File: config.mk
export PLATFORM = sky130hd
export DESIGN_NAME = instr_fetch_queue
export DESIGN_NICKNAME = d
export VERILOG_FILES = /design/src/rtl/instr_fetch_queue.sv
export SDC_FILE = /design/constraint.sdc
export NUM_CORES = 1
export LEC_CHECK = 0
export ABC_AREA = 1
export BUFFER_PORTS_ARGS = -buffer_cell sky130_fd_sc_hd__buf_4
export CAP_MARGIN = 40
export CORE_ASPECT_RATIO = 1.5
export CORE_MARGIN = 1.5
export CORE_UTILIZATION = 25
export CTS_BUF_LIST = sky130_fd_sc_hd__clkbuf_4
export CTS_CLUSTER_SIZE = 40
export DETAILED_ROUTE_END_ITERATION = 10
export GPL_TIMING_DRIVEN = 1
export SLEW_MARGIN = 25
export SYNTH_ARGS = -nofsm -noshare
export SYNTH_HDL_FRONTEND = slang
export SYNTH_SLANG_ARGS = --single-unit
File: constraint.sdc
create_clock -name clk -period 45.4 [get_ports clk]
set_clock_uncertainty 0.15 [all_clocks]
set_input_delay 11.35 -clock clk [delete_from_list [all_inputs] [get_ports clk]]
set_output_delay 11.35 -clock clk [all_outputs]
set_load 0.02 [all_outputs]
File: src/rtl/instr_fetch_queue.sv
// instr_fetch_queue: PC generator and instruction queue between the
// decompressor (topBuffer) and the CPU fetch port.
//
// Ports:
//   clk, reset            - clock, asynchronous active-high reset
//   decomp_pc_o           - PC presented to the decompressor (registered)
//   decomp_instr_i        - decompressed instruction, DECOMP_LAT cycles after its PC
//   redirect_i/_pc_i      - CPU fetch restart request and target
//   instr_valid_o/_o/_pc_o- head of the instruction queue
//   instr_ready_i         - CPU accepts the head entry
//   fetch_done_o          - PC_LIMIT fetched, no redirect since
//
// Optional: define IFQ_PERF_CNT_EN to add perf_delivered_o, perf_stall_o and
// perf_flush_o saturating 32-bit event counters.
module instr_fetch_queue #(
    parameter int unsigned      WIDTH      = 32,
    parameter int unsigned      DEPTH      = 4,
    parameter int unsigned      DECOMP_LAT = 1,
    parameter int unsigned      PC_STEP    = 4,
    parameter logic [WIDTH-1:0] RESET_PC   = '0,
    parameter logic [WIDTH-1:0] PC_LIMIT   = 'h1BC
) (
    input  logic             clk,
    input  logic             reset,
    output logic [WIDTH-1:0] decomp_pc_o,
    input  logic [WIDTH-1:0] decomp_instr_i,
    input  logic             redirect_i,
    input  logic [WIDTH-1:0] redirect_pc_i,
    output logic             instr_valid_o,
    output logic [WIDTH-1:0] instr_o,
    output logic [WIDTH-1:0] instr_pc_o,
    input  logic             instr_ready_i,
    output logic             fetch_done_o
`ifdef IFQ_PERF_CNT_EN
    ,
    output logic [31:0]      perf_delivered_o,
    output logic [31:0]      perf_stall_o,
    output logic [31:0]      perf_flush_o
`endif
);

    localparam int unsigned PTR_W = (DEPTH > 1) ? $clog2(DEPTH) : 1;
    localparam int unsigned CNT_W = $clog2(DEPTH + 1);
    localparam int unsigned SUM_W = $clog2(DEPTH + DECOMP_LAT + 1) + 1;

    logic [WIDTH-1:0] pc_q, pc_d;
    logic             done_q, done_d;
    logic [DECOMP_LAT-1:0] tag_vld_q, tag_vld_d;
    logic [WIDTH-1:0] tag_pc_q [DECOMP_LAT];
    logic [WIDTH-1:0] tag_pc_d [DECOMP_LAT];
    logic [WIDTH-1:0] fifo_instr_q [DEPTH];
    logic [WIDTH-1:0] fifo_instr_d [DEPTH];
    logic [WIDTH-1:0] fifo_pc_q [DEPTH];
    logic [WIDTH-1:0] fifo_pc_d [DEPTH];
    logic [PTR_W-1:0] rd_ptr_q, rd_ptr_d, wr_ptr_q, wr_ptr_d;
    logic [CNT_W-1:0] count_q, count_d;
    logic             valid_q, valid_d;
    logic [WIDTH-1:0] instr_q, instr_d, ipc_q, ipc_d;

    logic [SUM_W-1:0] inflight;
    logic             issue, push, pop;

    // Issue credit, pipe shift, FIFO update; redirect overrides everything.
    always_comb begin
        inflight = '0;
        for (int i = 0; i < int'(DECOMP_LAT); i++) begin
            inflight = inflight + SUM_W'(tag_vld_q[i]);
        end
        issue = ((SUM_W'(count_q) + inflight) < SUM_W'(DEPTH)) && !done_q && !redirect_i;
        push  = tag_vld_q[DECOMP_LAT-1] && !redirect_i;
        pop   = valid_q && instr_ready_i && !redirect_i;

        pc_d         = pc_q;
        done_d       = done_q;
        tag_vld_d    = tag_vld_q;
        tag_pc_d     = tag_pc_q;
        fifo_instr_d = fifo_instr_q;
        fifo_pc_d    = fifo_pc_q;
        rd_ptr_d     = rd_ptr_q;
        wr_ptr_d     = wr_ptr_q;
        count_d      = count_q;

        if (redirect_i) begin
            pc_d      = redirect_pc_i;
            done_d    = 1'b0;
            tag_vld_d = '0;
            rd_ptr_d  = '0;
            wr_ptr_d  = '0;
            count_d   = '0;
        end else begin
            if (issue) begin
                // The last sequential address is fetched once; PC then parks on it.
                if (pc_q == PC_LIMIT) begin
                    done_d = 1'b1;
                end else begin
                    pc_d = pc_q + WIDTH'(PC_STEP);
                end
            end
            for (int i = int'(DECOMP_LAT) - 1; i > 0; i--) begin
                tag_vld_d[i] = tag_vld_q[i-1];
                tag_pc_d[i]  = tag_pc_q[i-1];
            end
            tag_vld_d[0] = issue;
            tag_pc_d[0]  = pc_q;
            if (push) begin
                fifo_instr_d[wr_ptr_q] = decomp_instr_i;
                fifo_pc_d[wr_ptr_q]    = tag_pc_q[DECOMP_LAT-1];
                wr_ptr_d               = wr_ptr_q + PTR_W'(1);
            end
            if (pop) begin
                rd_ptr_d = rd_ptr_q + PTR_W'(1);
            end
            count_d = count_q + CNT_W'(push) - CNT_W'(pop);
        end

        // Head outputs are registered from the next-state FIFO view.
        valid_d = (count_d != '0);
        instr_d = fifo_instr_d[rd_ptr_d];
        ipc_d   = fifo_pc_d[rd_ptr_d];
    end

    // State registers.
    always_ff @(posedge clk or posedge reset) begin
        if (reset) begin
            pc_q      <= RESET_PC;
            done_q    <= 1'b0;
            tag_vld_q <= '0;
            for (int i = 0; i < int'(DECOMP_LAT); i++) begin
                tag_pc_q[i] <= '0;
            end
            for (int i = 0; i < int'(DEPTH); i++) begin
                fifo_instr_q[i] <= '0;
                fifo_pc_q[i]    <= '0;
            end
            rd_ptr_q  <= '0;
            wr_ptr_q  <= '0;
            count_q   <= '0;
            valid_q   <= 1'b0;
            instr_q   <= '0;
            ipc_q     <= '0;
        end else begin
            pc_q         <= pc_d;
            done_q       <= done_d;
            tag_vld_q    <= tag_vld_d;
            tag_pc_q     <= tag_pc_d;
            fifo_instr_q <= fifo_instr_d;
            fifo_pc_q    <= fifo_pc_d;
            rd_ptr_q     <= rd_ptr_d;
            wr_ptr_q     <= wr_ptr_d;
            count_q      <= count_d;
            valid_q      <= valid_d;
            instr_q      <= instr_d;
            ipc_q        <= ipc_d;
        end
    end

    assign decomp_pc_o   = pc_q;
    assign fetch_done_o  = done_q;
    assign instr_valid_o = valid_q;
    assign instr_o       = instr_q;
    assign instr_pc_o    = ipc_q;

`ifdef IFQ_PERF_CNT_EN
    logic [31:0] perf_del_q, perf_del_d, perf_stall_q, perf_stall_d, perf_flush_q, perf_flush_d;

    // Saturating event counters.
    always_comb begin
        perf_del_d   = perf_del_q;
        perf_stall_d = perf_stall_q;
        perf_flush_d = perf_flush_q;
        if (valid_q && instr_ready_i && perf_del_q != 32'hFFFF_FFFF) begin
            perf_del_d = perf_del_q + 32'd1;
        end
        if (!valid_q && !done_q && perf_stall_q != 32'hFFFF_FFFF) begin
            perf_stall_d = perf_stall_q + 32'd1;
        end
        if (redirect_i && perf_flush_q != 32'hFFFF_FFFF) begin
            perf_flush_d = perf_flush_q + 32'd1;
        end
    end

    always_ff @(posedge clk or posedge reset) begin
        if (reset) begin
            perf_del_q   <= '0;
            perf_stall_q <= '0;
            perf_flush_q <= '0;
        end else begin
            perf_del_q   <= perf_del_d;
            perf_stall_q <= perf_stall_d;
            perf_flush_q <= perf_flush_d;
        end
    end

    assign perf_delivered_o = perf_del_q;
    assign perf_stall_o     = perf_stall_q;
    assign perf_flush_o     = perf_flush_q;
`endif

endmodule

==> flow_metrics.tcl, run 1 <==
set metrics [dict create \
    status "completed" \
    core-area_um2 72400 \
    synth_cells 2235 \
    setup_viol 0 \
    crit_required_ns 45.95 \
    endpoint "instr_o[10]$_DFF_PP0_" \
    seq_area_um2 9860 \
    grt_pass1_wl_mm 78.8 \
    cts_resized 0 \
    cts_setup_buffers 0 \
    area_growth_pct 19.5 \
    antenna_found_initial 1 \
    powerDensity_nw_per_um2 63.7 \
    synth-edff-count 0 \
    finalCritPeriodShare 0.306 \
    drc 0 \
    yosysSeqAreaShare 0.541 \
    min-delay-start "fifo_pc_q[51]$_DFF_PP0_" \
    finalWirelength_mm 48.9 \
    regToRegSetupSlack_ns 42.16 \
    ant_nets 0 \
    wl_per_cell_um 14.3 \
    dp.cells 3222 \
    dieArea_um2 74600 \
    crit_arrival_ns 14.43 \
    ctsHoldBuffers 0 \
    synthTopCellsByArea "dfrtp_1 (54%), nand2_1 (15%), inv_1 (7.6%), o21ai_1 (5.8%), o21ai_0 (3.0%)" \
    num_rows 121 \
    yosysTopAreaCellShare 0.541 \
    rsz0062_at_grt "false" \
    fin_cells 3427 \
    synth.distinct_cells 34 \
    yosys.area.top_type "dfrtp_1" \
    synth_commonest_cells "nand2_1 (740), dfrtp_1 (394), inv_1 (367), o21ai_1 (213), o21ai_0 (110)" \
    worst_pin_slew_ns 0.895 \
    syn_avg_cell_area_um2 8.15 \
    criticalPathCategory "primary input to flop" \
    die_y_um 334 \
    gp_congestion 0.836 \
    synth_async_sr_flop_share 1.00 \
    vias 14600 \
    grt_pass1_vias 14200 \
    first_pass_iters 4 \
    yosysMostFrequentCell "nand2_1" \
    ys.flop_type "dfrtp_1" \
    critPathLaunchType "primary input" \
    setup_tns_ns 0 \
    cts_tree "yes" \
    multi_input_area_um2 6310 \
    final_layout_size_suffix_gt1_frac 0.176 \
    p_leak_uw 0.0109 \
    maxCapViolCount 0 \
    finalMaxSlewViolations 0 \
    placed_area_um2 20300 \
    syn-cell-area_um2 18200 \
    yosysWarnings 0 \
    cts_buffers 110 \
    ctsRootBufferMaster "clkbuf_4" \
    ys_seq_elements 394 \
    htree_levels 3 \
    hold_class "flop to flop" \
    synth_fp_nets 2312 \
    endpoint_kind "flop" \
    grt_overflow_total 0 \
    r2r_cells 11 \
    cts.sinks 394 \
    nFillCells 7766 \
    grt_usage 0.135 \
    portBuffers 165 \
    critPathMaxFanout 89 \
    drt-initial-drc-count 846 \
    max_freq_mhz 72.1 \
    design_power_total_uw 1390 \
    min_period_ns 13.88 \
    finalHoldViolCount 0 \
    r2r-start "wr_ptr_q[0]$_DFFE_PP0P_" \
    max_slew_margin 0.403 \
    worstSetupStartpoint "redirect_i" \
    initial_core_util 0.252 \
    cts_buffer_depth 3 \
    detailed_place_hpwl_mm 31.6 \
    clock_latency_ns 0.83 \
    r2r_end "instr_pc_o[7]$_DFF_PP0_" \
    dieWidth_um 223 \
    grt_start_max_net_pins 142 \
    ios 166 \
    finish.utilization 0.301 \
    final_nets 2492 \
    routed_via_density 4.26 \
    design_area_um2 21800 \
    ir_drop_mv 0.0266 \
    clkTransAtPathRegs_ns 0.06 \
]
## kinds of logic after synthesis
group	after synthesis	share of synthesized area
AND/OR/NAND/NOR	873	0.186
buffers and inverters	491	0.115
AO/OA/AOI/OAI	467	0.151
multiplexers	1	0.000549
adder cells (fa/ha/maj)	9	0.00659
flip-flops	394	0.541
## cell type report
cell class                 instances  area share
antenna                            1    0.000115
clock buffer                     172      0.0593
clock inverter                    29     0.00678
inverter                         371      0.0646
multi-input combinational       1350       0.290
sequential                       394       0.453
tap                              922      0.0530
timing repair buffer             188      0.0734
## through the flow
stage / hold WS [ns] / setup slack, ns
after floorplan: 0.293 / 22.95
after global placement: 0.302 / 30.55
after detailed placement: 0.306 / 30.67
after CTS: 0.321 / 31.61
after global routing: 0.331 / 31.34
final: 0.318 / 31.52
## sequential cells by signal, summed over array words and instances (netlist names)
name	flops
instr_valid_o	1
rd_ptr_q	2
tag_pc_q	32
fifo_pc_q	128
decomp_pc_o	32
count_q	3
wr_ptr_q	2
fifo_instr_q	128
fetch_done_o	1
tag_vld_q	1
instr_o	32
instr_pc_o	32
## layout by cell type, fill, tap and decap left out, drive strengths merged, types with 2 or more instances in the layout
cell type	instances
and2	2
o211ai	64
clkinv	25
buf	188
nand2	741
nand4	16
nand3	30
nor2	81
dfrtp	394
inv	373
o21ai	379
a21oi	9
or2	2
a21boi	5
ha	8
o21bai	8
clkbuf	172
## per-layer routing
metal	wire, µm	track usage	share of wire
met1	21700	0.167	0.44
met2	23900	0.228	0.49
met3	1920	0.0238	0.039
met4	1390	0.0595	0.029
met5	0	0	0
## how the worst min path moves through the flow
stage	slack [ns]	cells after the start	to
2_1_floorplan	0.29	2	fifo_instr_q[32]$_DFF_PP0_
3_3_place_gp	0.30	2	fifo_instr_q[56]$_DFF_PP0_
3_5_place_dp	0.31	2	fifo_instr_q[53]$_DFF_PP0_
6_report	0.32	2	fifo_pc_q[51]$_DFF_PP0_
5_1_grt	0.33	2	fifo_pc_q[40]$_DFF_PP0_
4_1_cts	0.32	2	fifo_instr_q[61]$_DFF_PP0_
## critical path, stage by stage
cell and delay [ns]:
buf_4 0.50, inv_6 0.38, nand3_2 0.21, nor2_2 0.06
or2_1 0.24, nand3_4 0.06, buf_4 0.40, buf_16 0.30
clkinv_2 0.09, buf_4 0.29, buf_12 0.26, nand2_1 0.10
nand2_1 0.05
## power breakdown
part           switching (µW)  total (µW)  internal [µW]
registers                72.3         574            502
logic                     296         482            186
clock network             153         330            177
total                     522        1390            864
Note: power is estimated with default switching activity, not from simulation.
==> inputs of run 2 (changes only) <==
==> constraint.sdc (replaced) <==
create_clock -name clk -period 13.1 [get_ports clk]
set_clock_uncertainty 0.15 [all_clocks]
set_input_delay 3.275 -clock clk [delete_from_list [all_inputs] [get_ports clk]]
set_output_delay 3.275 -clock clk [all_outputs]
set_load 0.02 [all_outputs]
==> flow_metrics.tcl, run 2 (synthesis results as in run 1) <==
set metrics [dict create \
    status "completed" \
    finish.utilization 0.298 \
    routed_via_density 4.28 \
    r2r-start "wr_ptr_q[0]$_DFFE_PP0P_" \
    finalMaxSlewViolations 0 \
    powerDensity_nw_per_um2 220 \
    finalCritPeriodShare 0.423 \
    clock_latency_ns 0.84 \
    final_nets 2484 \
    nFillCells 7847 \
    wl_per_cell_um 14.2 \
    grt_usage 0.131 \
    num_rows 121 \
    p_comb_frac 0.352 \
    placed_area_um2 20200 \
    whs_ns 0.315 \
    grt_pass1_vias 14300 \
    crit_required_ns 13.69 \
    design_power_total_uw 4750 \
    core-area_um2 72400 \
    switching_share 0.378 \
    ant_nets 0 \
    portBuffers 165 \
    finalWirelength_mm 48.2 \
    seq_area_um2 9860 \
    grt_start_max_net_pins 183 \
    max_slew_margin 0.466 \
    internal_power_uw 2960 \
    top_regs "fifo_instr_q x128, fifo_pc_q x128" \
    rsz0062_at_grt "false" \
    endpoint_kind "flop" \
    drc 0 \
    initial_core_util 0.252 \
    p_leak_uw 0.0108 \
    worstSetupStartpoint "redirect_i" \
    die_y_um 334 \
    design_area_um2 21600 \
    criticalPathCategory "primary input to flop" \
    cts_buffers 105 \
    worst_pin_slew_ns 0.801 \
    min_period_ns 5.54 \
    setup_viol 0 \
    first_pass_iters 5 \
    hold_class "flop to flop" \
    finalHoldViolCount 0 \
    cts_setup_buffers 0 \
    final_layout_size_suffix_gt1_frac 0.167 \
    grt_pass1_wl_mm 77.0 \
    ir_drop_mv 0.103 \
    cts_resized 0 \
    cts_buffer_depth 3 \
    drt-initial-drc-count 732 \
    critPathLaunchType "primary input" \
    area_growth_pct 18.4 \
    setup_tns_ns 0 \
    gp_congestion 0.810 \
    power.switching_uw 1790 \
    ctsHoldBuffers 0 \
    ios 166 \
    vias 14600 \
    ctsRootBufferMaster "clkbuf_4" \
    maxCapViolCount 0 \
    dieArea_um2 74600 \
    p_seq_frac 0.419 \
    max_freq_mhz 181 \
    clkTransAtPathRegs_ns 0.06 \
    multi_input_area_um2 6310 \
    antenna_found_initial 1 \
    crit_arrival_ns 6.13 \
    detailed_place_hpwl_mm 30.7 \
    min-delay-start "fifo_instr_q[34]$_DFF_PP0_" \
    mostFrequentLayoutCells "nand2_1 (737), dfrtp_1 (394), inv_1 (366)" \
    cts_tree "yes" \
    grt_overflow_total 0 \
    dieWidth_um 223 \
    cts.sinks 394 \
    final_common_cell "nand2_1" \
    htree_levels 3 \
    power_frac_clock 0.229 \
    critPathMaxFanout 89 \
]
## run 2: changes by cell type in the layout (fill, tap and decap cells not counted)
cell | before | now
inv_6 | 2 | 3
buf_12 | 5 | 6
buf_16 | 6 | 3
clkbuf_4 | 172 | 147
inv_8 | 1 | 0
bufinv_16 | 1 | 3
buf_6 | 1 | 0
clkinv_1 | 21 | 22
## run 2: path summary, 6_finish.rpt
check                                                   to  slack [ns]  cells after the start
worst max-delay path                  instr_o[4]$_DFF_PP0_        7.56                     13
worst min-delay path            fifo_instr_q[34]$_DFF_PP0_        0.31                      2
worst max register to register        instr_o[4]$_DFF_PP0_       10.32                      8
worst min register to register  fifo_instr_q[34]$_DFF_PP0_        0.31                      2
max in group asynchronous        fifo_instr_q[3]$_DFF_PP0_        8.30                      6
min in group asynchronous       fifo_instr_q[55]$_DFF_PP0_        2.31                      2
## run 2: power groups by stage
stage | clock (µW) | sequential [µW] | combinational, µW
floorplan | 0 | 2100 | 1040
global placement | 0 | 2010 | 1650
detailed placement | 0 | 2020 | 1690
CTS | 1140 | 2000 | 1700
global route | 1200 | 2050 | 1930
finish | 1090 | 1990 | 1670
## run 2: area by class of cell
cell class / instances / share of cell area
diodes: 1 / 0.000116
repair buffers: 185 / 0.0706
multi-input cells: 1350 / 0.293
inverters: 371 / 0.0650
flip-flops and latches: 394 / 0.457
well taps: 922 / 0.0535
clock buffers: 147 / 0.0512
clock inverters: 32 / 0.00986
## run 2: routing by layer
layer  wire [µm]  part of all wire  vias to the layer above  track usage
met1       21300              0.44                     6788        0.159
met5           0                 0                        -            0
met2       23500              0.49                      332        0.224
li1            -                 -                     7365            -
met3        2040             0.042                       83       0.0238
met4        1390             0.029                        0       0.0592
## run 2: metrics by stage
stage | std cells | setup slack [ns]
4_1_cts | 3398 | 7.41
6_report | 3402 | 7.56
5_1_grt | 3402 | 7.37
3_5_place_dp | 3219 | 6.50
2_1_floorplan | 2235 | 4.37
3_3_place_gp | 3215 | 6.45
## run 2: worst max-delay path: stages
cell     delay [ns]
buf_4          0.31
inv_6          0.56
nand3_2        0.19
nor2_2         0.18
inv_2          0.06
nand3_4        0.14
buf_12         0.28
buf_4          0.39
buf_16         0.29
nand2_1        0.09
o21ai_0        0.09
nand2_1        0.07
nand2_1        0.09
